$ cat config.mk
export PLATFORM = sky130hd
export DESIGN_NAME = gametank_bus_uart
export DESIGN_NICKNAME = d
export VERILOG_FILES = /design/src/rtl/gametank_bus_uart.sv
export SDC_FILE = /design/constraint.sdc
export NUM_CORES = 1
export LEC_CHECK = 0
export ABC_AREA = 1
export ABC_CLOCK_PERIOD_IN_PS = 2900
export CAP_MARGIN = 20
export CORE_UTILIZATION = 44
export DETAILED_ROUTE_END_ITERATION = 10
export DONT_BUFFER_PORTS = 1
export HOLD_SLACK_MARGIN = 0.03
export PLACE_DENSITY = 0.62
export SLEW_MARGIN = 5
export SYNTH_ARGS = -nofsm -noshare
export SYNTH_HDL_FRONTEND = slang
export SYNTH_SLANG_ARGS = --single-unit
$ cat constraint.sdc
create_clock -name sys_clk -period 2.9 [get_ports sys_clk]
set_input_delay 0.58 -clock sys_clk [delete_from_list [all_inputs] [get_ports sys_clk]]
set_output_delay 0.58 -clock sys_clk [all_outputs]
set_load 0.01 [all_outputs]
$ cat src/rtl/gametank_bus_uart.sv
// CPU-mapped 8N1 UART: register 0 = TX push / RX pop, register 1 = status / overrun clear.
// Bus writes land in the TX FIFO the cycle the strobe edge is seen; pushes to a full FIFO are dropped.
module gametank_bus_uart #(
   parameter logic [15:0] BASE_ADDR  = 16'h2008,
   parameter int          CLK_DIV    = 234,
   parameter int          FIFO_DEPTH = 8
) (
   input  logic        sys_clk,
   input  logic        reset2,
   input  logic [15:0] AB,
   input  logic [7:0]  DB_W,
   input  logic        nRD,
   input  logic        nWR,
   output logic [7:0]  DB_R,
   output logic        sel,
   input  logic        UART_RXD,
   output logic        UART_TXD
);
   localparam int AW = $clog2(FIFO_DEPTH);
   localparam logic [15:0] DIV_LAST  = 16'(CLK_DIV - 1);
   localparam logic [15:0] HALF_LAST = 16'(CLK_DIV / 2 - 1);
   localparam logic [AW:0] FULL_CNT  = (AW + 1)'(FIFO_DEPTH);

   typedef enum logic [1:0] {S_IDLE, S_START, S_DATA, S_STOP} state_t;

   logic r_nrd_q, r_nwr_q;
   logic w_rd0, w_wr0, w_wr1, w_is_reg0;

   assign sel       = (AB == BASE_ADDR) || (AB == BASE_ADDR + 16'd1);
   assign w_is_reg0 = (AB == BASE_ADDR);
   assign w_rd0     = sel && !nRD && r_nrd_q && w_is_reg0;
   assign w_wr0     = sel && !nWR && r_nwr_q && w_is_reg0;
   assign w_wr1     = sel && !nWR && r_nwr_q && !w_is_reg0;

   always_ff @(posedge sys_clk or posedge reset2) begin
      if (reset2) begin
         r_nrd_q <= 1'b1;
         r_nwr_q <= 1'b1;
      end else begin
         r_nrd_q <= nRD;
         r_nwr_q <= nWR;
      end
   end

   // TX FIFO: a pop frees the slot the same cycle, so push+pop on a full FIFO both proceed.
   logic [7:0]    r_mem [FIFO_DEPTH];
   logic [AW-1:0] r_wptr, r_rptr;
   logic [AW:0]   r_cnt;
   logic          w_empty, w_full, w_push, w_pop;

   assign w_empty = (r_cnt == '0);
   assign w_full  = (r_cnt == FULL_CNT);
   assign w_push  = w_wr0 && (!w_full || w_pop);

   always_ff @(posedge sys_clk) begin
      if (w_push) r_mem[r_wptr] <= DB_W;
   end

   always_ff @(posedge sys_clk or posedge reset2) begin
      if (reset2) begin
         r_wptr <= '0;
         r_rptr <= '0;
         r_cnt  <= '0;
      end else begin
         if (w_push) r_wptr <= r_wptr + 1'b1;
         if (w_pop)  r_rptr <= r_rptr + 1'b1;
         case ({w_push, w_pop})
            2'b10:   r_cnt <= r_cnt + 1'b1;
            2'b01:   r_cnt <= r_cnt - 1'b1;
            default: r_cnt <= r_cnt;
         endcase
      end
   end

   state_t      r_tx_state, w_tx_state;
   logic [15:0] r_tx_cnt, w_tx_cnt;
   logic [2:0]  r_tx_bit, w_tx_bit;
   logic [7:0]  r_tx_shift, w_tx_shift;
   logic        r_txd, w_txd, w_tx_end, w_tx_busy;

   assign w_tx_end  = (r_tx_cnt == DIV_LAST);
   assign w_tx_busy = (r_tx_state != S_IDLE);
   assign UART_TXD  = r_txd;

   always_ff @(posedge sys_clk or posedge reset2) begin
      if (reset2) begin
         r_tx_state <= S_IDLE;
         r_tx_cnt   <= '0;
         r_tx_bit   <= '0;
         r_tx_shift <= '0;
         r_txd      <= 1'b1;
      end else begin
         r_tx_state <= w_tx_state;
         r_tx_cnt   <= w_tx_cnt;
         r_tx_bit   <= w_tx_bit;
         r_tx_shift <= w_tx_shift;
         r_txd      <= w_txd;
      end
   end

   always_comb begin
      w_tx_state = r_tx_state;
      w_tx_cnt   = r_tx_cnt + 16'd1;
      w_tx_bit   = r_tx_bit;
      w_tx_shift = r_tx_shift;
      w_txd      = r_txd;
      w_pop      = 1'b0;
      case (r_tx_state)
         S_IDLE: begin
            w_tx_cnt = '0;
            if (!w_empty) begin
               w_pop      = 1'b1;
               w_tx_shift = r_mem[r_rptr];
               w_txd      = 1'b0;
               w_tx_state = S_START;
            end
         end
         S_START: if (w_tx_end) begin
            w_tx_cnt   = '0;
            w_tx_bit   = '0;
            w_txd      = r_tx_shift[0];
            w_tx_state = S_DATA;
         end
         S_DATA: if (w_tx_end) begin
            w_tx_cnt   = '0;
            w_tx_shift = {1'b0, r_tx_shift[7:1]};
            w_tx_bit   = r_tx_bit + 3'd1;
            w_txd      = r_tx_shift[1];
            if (r_tx_bit == 3'd7) begin
               w_txd      = 1'b1;
               w_tx_state = S_STOP;
            end
         end
         S_STOP: if (w_tx_end) begin
            w_tx_cnt = '0;
            if (!w_empty) begin
               w_pop      = 1'b1;
               w_tx_shift = r_mem[r_rptr];
               w_txd      = 1'b0;
               w_tx_state = S_START;
            end else begin
               w_tx_state = S_IDLE;
            end
         end
         default: w_tx_state = S_IDLE;
      endcase
   end

   state_t      r_rx_state, w_rx_state;
   logic [15:0] r_rx_cnt, w_rx_cnt;
   logic [2:0]  r_rx_bit, w_rx_bit;
   logic [7:0]  r_rx_shift, w_rx_shift, r_rx_data;
   logic        r_rx_s1, r_rx_s2, r_rx_prev, r_rx_valid, r_rx_ovr, w_rx_done;

   always_ff @(posedge sys_clk or posedge reset2) begin
      if (reset2) begin
         r_rx_s1    <= 1'b1;
         r_rx_s2    <= 1'b1;
         r_rx_prev  <= 1'b1;
         r_rx_state <= S_IDLE;
         r_rx_cnt   <= '0;
         r_rx_bit   <= '0;
         r_rx_shift <= '0;
         r_rx_data  <= 8'h00;
         r_rx_valid <= 1'b0;
         r_rx_ovr   <= 1'b0;
      end else begin
         r_rx_s1    <= UART_RXD;
         r_rx_s2    <= r_rx_s1;
         r_rx_prev  <= r_rx_s2;
         r_rx_state <= w_rx_state;
         r_rx_cnt   <= w_rx_cnt;
         r_rx_bit   <= w_rx_bit;
         r_rx_shift <= w_rx_shift;
         if (w_wr1) r_rx_ovr <= 1'b0;
         // A register-0 read in the completion cycle frees the holding register for the new byte.
         if (w_rx_done) begin
            if (!r_rx_valid || w_rd0) begin
               r_rx_data  <= r_rx_shift;
               r_rx_valid <= 1'b1;
            end else begin
               r_rx_ovr <= 1'b1;
            end
         end else if (w_rd0) begin
            r_rx_valid <= 1'b0;
         end
      end
   end

   always_comb begin
      w_rx_state = r_rx_state;
      w_rx_cnt   = r_rx_cnt + 16'd1;
      w_rx_bit   = r_rx_bit;
      w_rx_shift = r_rx_shift;
      w_rx_done  = 1'b0;
      case (r_rx_state)
         S_IDLE: begin
            w_rx_cnt = '0;
            if (r_rx_prev && !r_rx_s2) w_rx_state = S_START;
         end
         S_START: if (r_rx_cnt == HALF_LAST) begin
            w_rx_cnt   = '0;
            w_rx_bit   = '0;
            w_rx_state = r_rx_s2 ? S_IDLE : S_DATA;
         end
         S_DATA: if (r_rx_cnt == DIV_LAST) begin
            w_rx_cnt   = '0;
            w_rx_shift = {r_rx_s2, r_rx_shift[7:1]};
            w_rx_bit   = r_rx_bit + 3'd1;
            if (r_rx_bit == 3'd7) w_rx_state = S_STOP;
         end
         S_STOP: if (r_rx_cnt == DIV_LAST) begin
            w_rx_done  = r_rx_s2;
            w_rx_state = S_IDLE;
         end
         default: w_rx_state = S_IDLE;
      endcase
   end

   always_comb begin
      DB_R = 8'h00;
      if (sel) begin
         if (w_is_reg0) DB_R = r_rx_valid ? r_rx_data : 8'h00;
         else           DB_R = {3'b000, r_rx_ovr, w_tx_busy, w_empty, w_full, r_rx_valid};
      end
   end
endmodule

==> results.cfg <==
[drt]
post_drt_wl_per_cell_um = 14.23
first_pass_iters = 4
drt-total-wl_um = 13760
drtAntennaViolNets = 0
routed-wl-met2_um = 6907
route.met3.wl_um = 452
drc = 0
met1_length_um = 6172
vias = 4942
top_layer = met4
drt_iter0_markers = 339
routed_via_density = 5.111

[placed_design]
placedCellCount = 935
hpwl_um = 9380
dpl_cell_area_um2 = 7274
place.gp.congestion = 0.8363
pre_cts_slack_ns = 0.3433
port_buffers = 0

[sta]
rsz0062_at_grt = no
hold_viol_final = 0
tns_ns = 0
layout_min_cycle_time_ns = 2.549
tightest_slew_ns = 0.7796
final-setup-viol-count = 0
post-route-period-util = 0.8789
skew_ns = 0.008092
slew_viol_final = 0
fmax_mhz = 392.3
slew_headroom = 0.4797
final.setup.worst_slack_ns = 0.3512

[synth]
ys_warn_count = 0
ys_async_sr_fraction = 0.5676
synth_fp_nets = 776
synth_edf_count = 64
ys_ff_latch = 148
synth_cells = 727
yosysSeqAreaShare = 0.5778
ys.flop_type = dfrtp_1
ys_types = 44
synth_area_um2 = 6977
syn_avg_cell_area_um2 = 9.597

[global_route]
grt.overflow.total = 0
grt_max_degree = 46
grt_pass1_vias = 4975
grt_usage = 0.1863
grt_pass1_wl_um = 23690
antenna_found_initial = 0

[hold_path]
hold_class = primary input to register

[cts]
postCtsSetupBuffers = 0
cts.sinks = 148
postCtsHoldBufs = 0
post_cts_resized = 0
cts_buffer_depth = 2
cts_buffers = 17
tritoncts = done
htree_num_levels = 4
insertion_delay_ns = 0.41
root_buffer = clkbuf_16
clk_pin_slew_ns = 0.06

[die]
num_rows = 45
initial_utilization = 0.4556
die_h_um = 127.9
coreArea_um2 = 15310
io_pins = 39
die-area_um2 = 16360
die_w_um = 127.9

[final_layout]
stdcell_area_um2 = 7846
fin_util = 0.5123
fin_nets = 792
drive_gt1_frac = 0.1019
n_antenna_cell = 0
area_growth_pct = 12.46
layoutNonFillerInstCount = 967

[critical_path]
worstPathRequired_ns = 3.19
rr_startpoint = r_tx_state[1]
critPathLaunch = r_tx_state[1]
endpoint = r_cnt[3]
path_class = register to register
r2r_setup_slack_ns = 0.35
arrival_ns = 2.84
worstReg2RegEnd = r_cnt[3]
cp_max_fo = 5
rr_worst_depth = 16
worst_setup_path_start_kind = register
cp-end-kind = register

[pwr]
p_per_area_nw_per_um2 = 577.8
ir_worst_vdd_mv = 0.4925
p_leak_uw = 0.003301

[outcome]
status = finished, final reports clean

[job]
drv_cap = 0
critical path: stages (launching register included):
cell and delay [ns]:
dfrtp_1 0.41, ha_1 0.21, a21boi_0 0.27, nand3_1 0.10, nand2_1 0.14, nand3_1 0.17
inv_1 0.13, ha_1 0.27, nand2_1 0.09, nand2_1 0.06, a31o_2 0.22, nand4_1 0.09
nand2_1 0.06, inv_1 0.06, nand2_1 0.05, nand2_1 0.05, nand2_1 0.06
kinds of logic after synthesis:
group                      count (synthesis)  share of synthesized area
buffers and inverters                    102                    0.05739
muxes                                      3                   0.004484
DFF                                      148                     0.5778
adders and majority gates                 20                    0.03694
AOI/OAI and AO/OA                        126                     0.1058
xor gates and xnor gates                  20                    0.02511
and+or+nand+nor                          308                     0.1924
report_power, final:
group          internal [uW]  switching, uW
Sequential              2240           51.5
Combinational           64.2            116
Clock                   1250            819
Total                   3550            986
placed cells by master (no fill, tap or decap), drive strengths merged, types with 16 or more instances in the layout:
cell / synthesis / layout
nand3: 39 / 39
xor2: 16 / 16
edfxtp: 64 / 64
ha: 19 / 19
o21ai: 77 / 77
dfrtp: 78 / 78
nand2: 101 / 101
a21oi: 25 / 25
clkbuf: 12 / 21
nor2: 136 / 136
inv: 85 / 85
cell usage after synthesis (7+ instances only):
library cell  count  share of area
a21oi_1          25          0.018
clkbuf_1         12         0.0065
dfrtp_1          78           0.28
edfxtp_1         64           0.28
ha_1             19          0.034
inv_1            84          0.045
nand2_1          93          0.050
nand2_2           7         0.0063
nand3_1          39          0.028
nor2_1          130          0.070
nor3_1           11         0.0079
nor4_1            8         0.0072
o21ai_0          68          0.049
o21ai_2           7         0.0088
o21bai_1          7         0.0075
xor2_1           16          0.020
cell type report:
| class | count | area (um^2) |
|---|---|---|
| multi-input cells | 477 | 2545 |
| fillers | 1404 | 7468 |
| repair buffers | 13 | 110.1 |
| inverters | 86 | 324.1 |
| clock buffers | 21 | 470.5 |
| flip-flops and latches | 148 | 4031 |
| well taps | 211 | 264.0 |
| clock inverters | 11 | 101.3 |
metal layers:
metal,track usage,up-vias
met4,0.06574,0
met2,0.3232,72
met5,0,-
met3,0.04549,22
li1,-,2457
met1,0.2259,2391
per-stage QoR:
| stage | power, uW | hold slack (ns) |
|---|---|---|
| after floorplan | 2466 | 0.3452 |
| after global placement | 2502 | 0.3487 |
| after detailed placement | 2511 | 0.3517 |
| after CTS | 4581 | 0.1448 |
| after global routing | 4712 | 0.1352 |
| final | 4534 | 0.1603 |
worst min path at each step:
stage	from	endpoint	slack, ns	cells past startpoint
2_1_floorplan	r_rx_s1	r_rx_s2	0.35	0
3_3_place_gp	r_rx_s1	r_rx_s2	0.35	0
3_5_place_dp	r_rx_s1	r_rx_s2	0.35	0
4_1_cts	UART_RXD	r_rx_s1	0.14	0
5_1_grt	UART_RXD	r_rx_s1	0.14	0
6_report	nRD	r_nrd_q	0.16	0
state kept, by name, summed over array words and instances (netlist names), 2 cells and up, named ones only:
| register | cells |
|---|---|
| r_rx_cnt | 16 |
| r_rx_shift | 8 |
| r_rx_data | 8 |
| r_mem | 64 |
| r_tx_shift | 8 |
| r_rx_bit | 3 |
| r_wptr | 3 |
| r_cnt | 4 |
| r_tx_cnt | 16 |
| r_tx_bit | 3 |
| r_tx_state | 2 |
| r_rptr | 3 |
(Power assumes the default switching activity.)
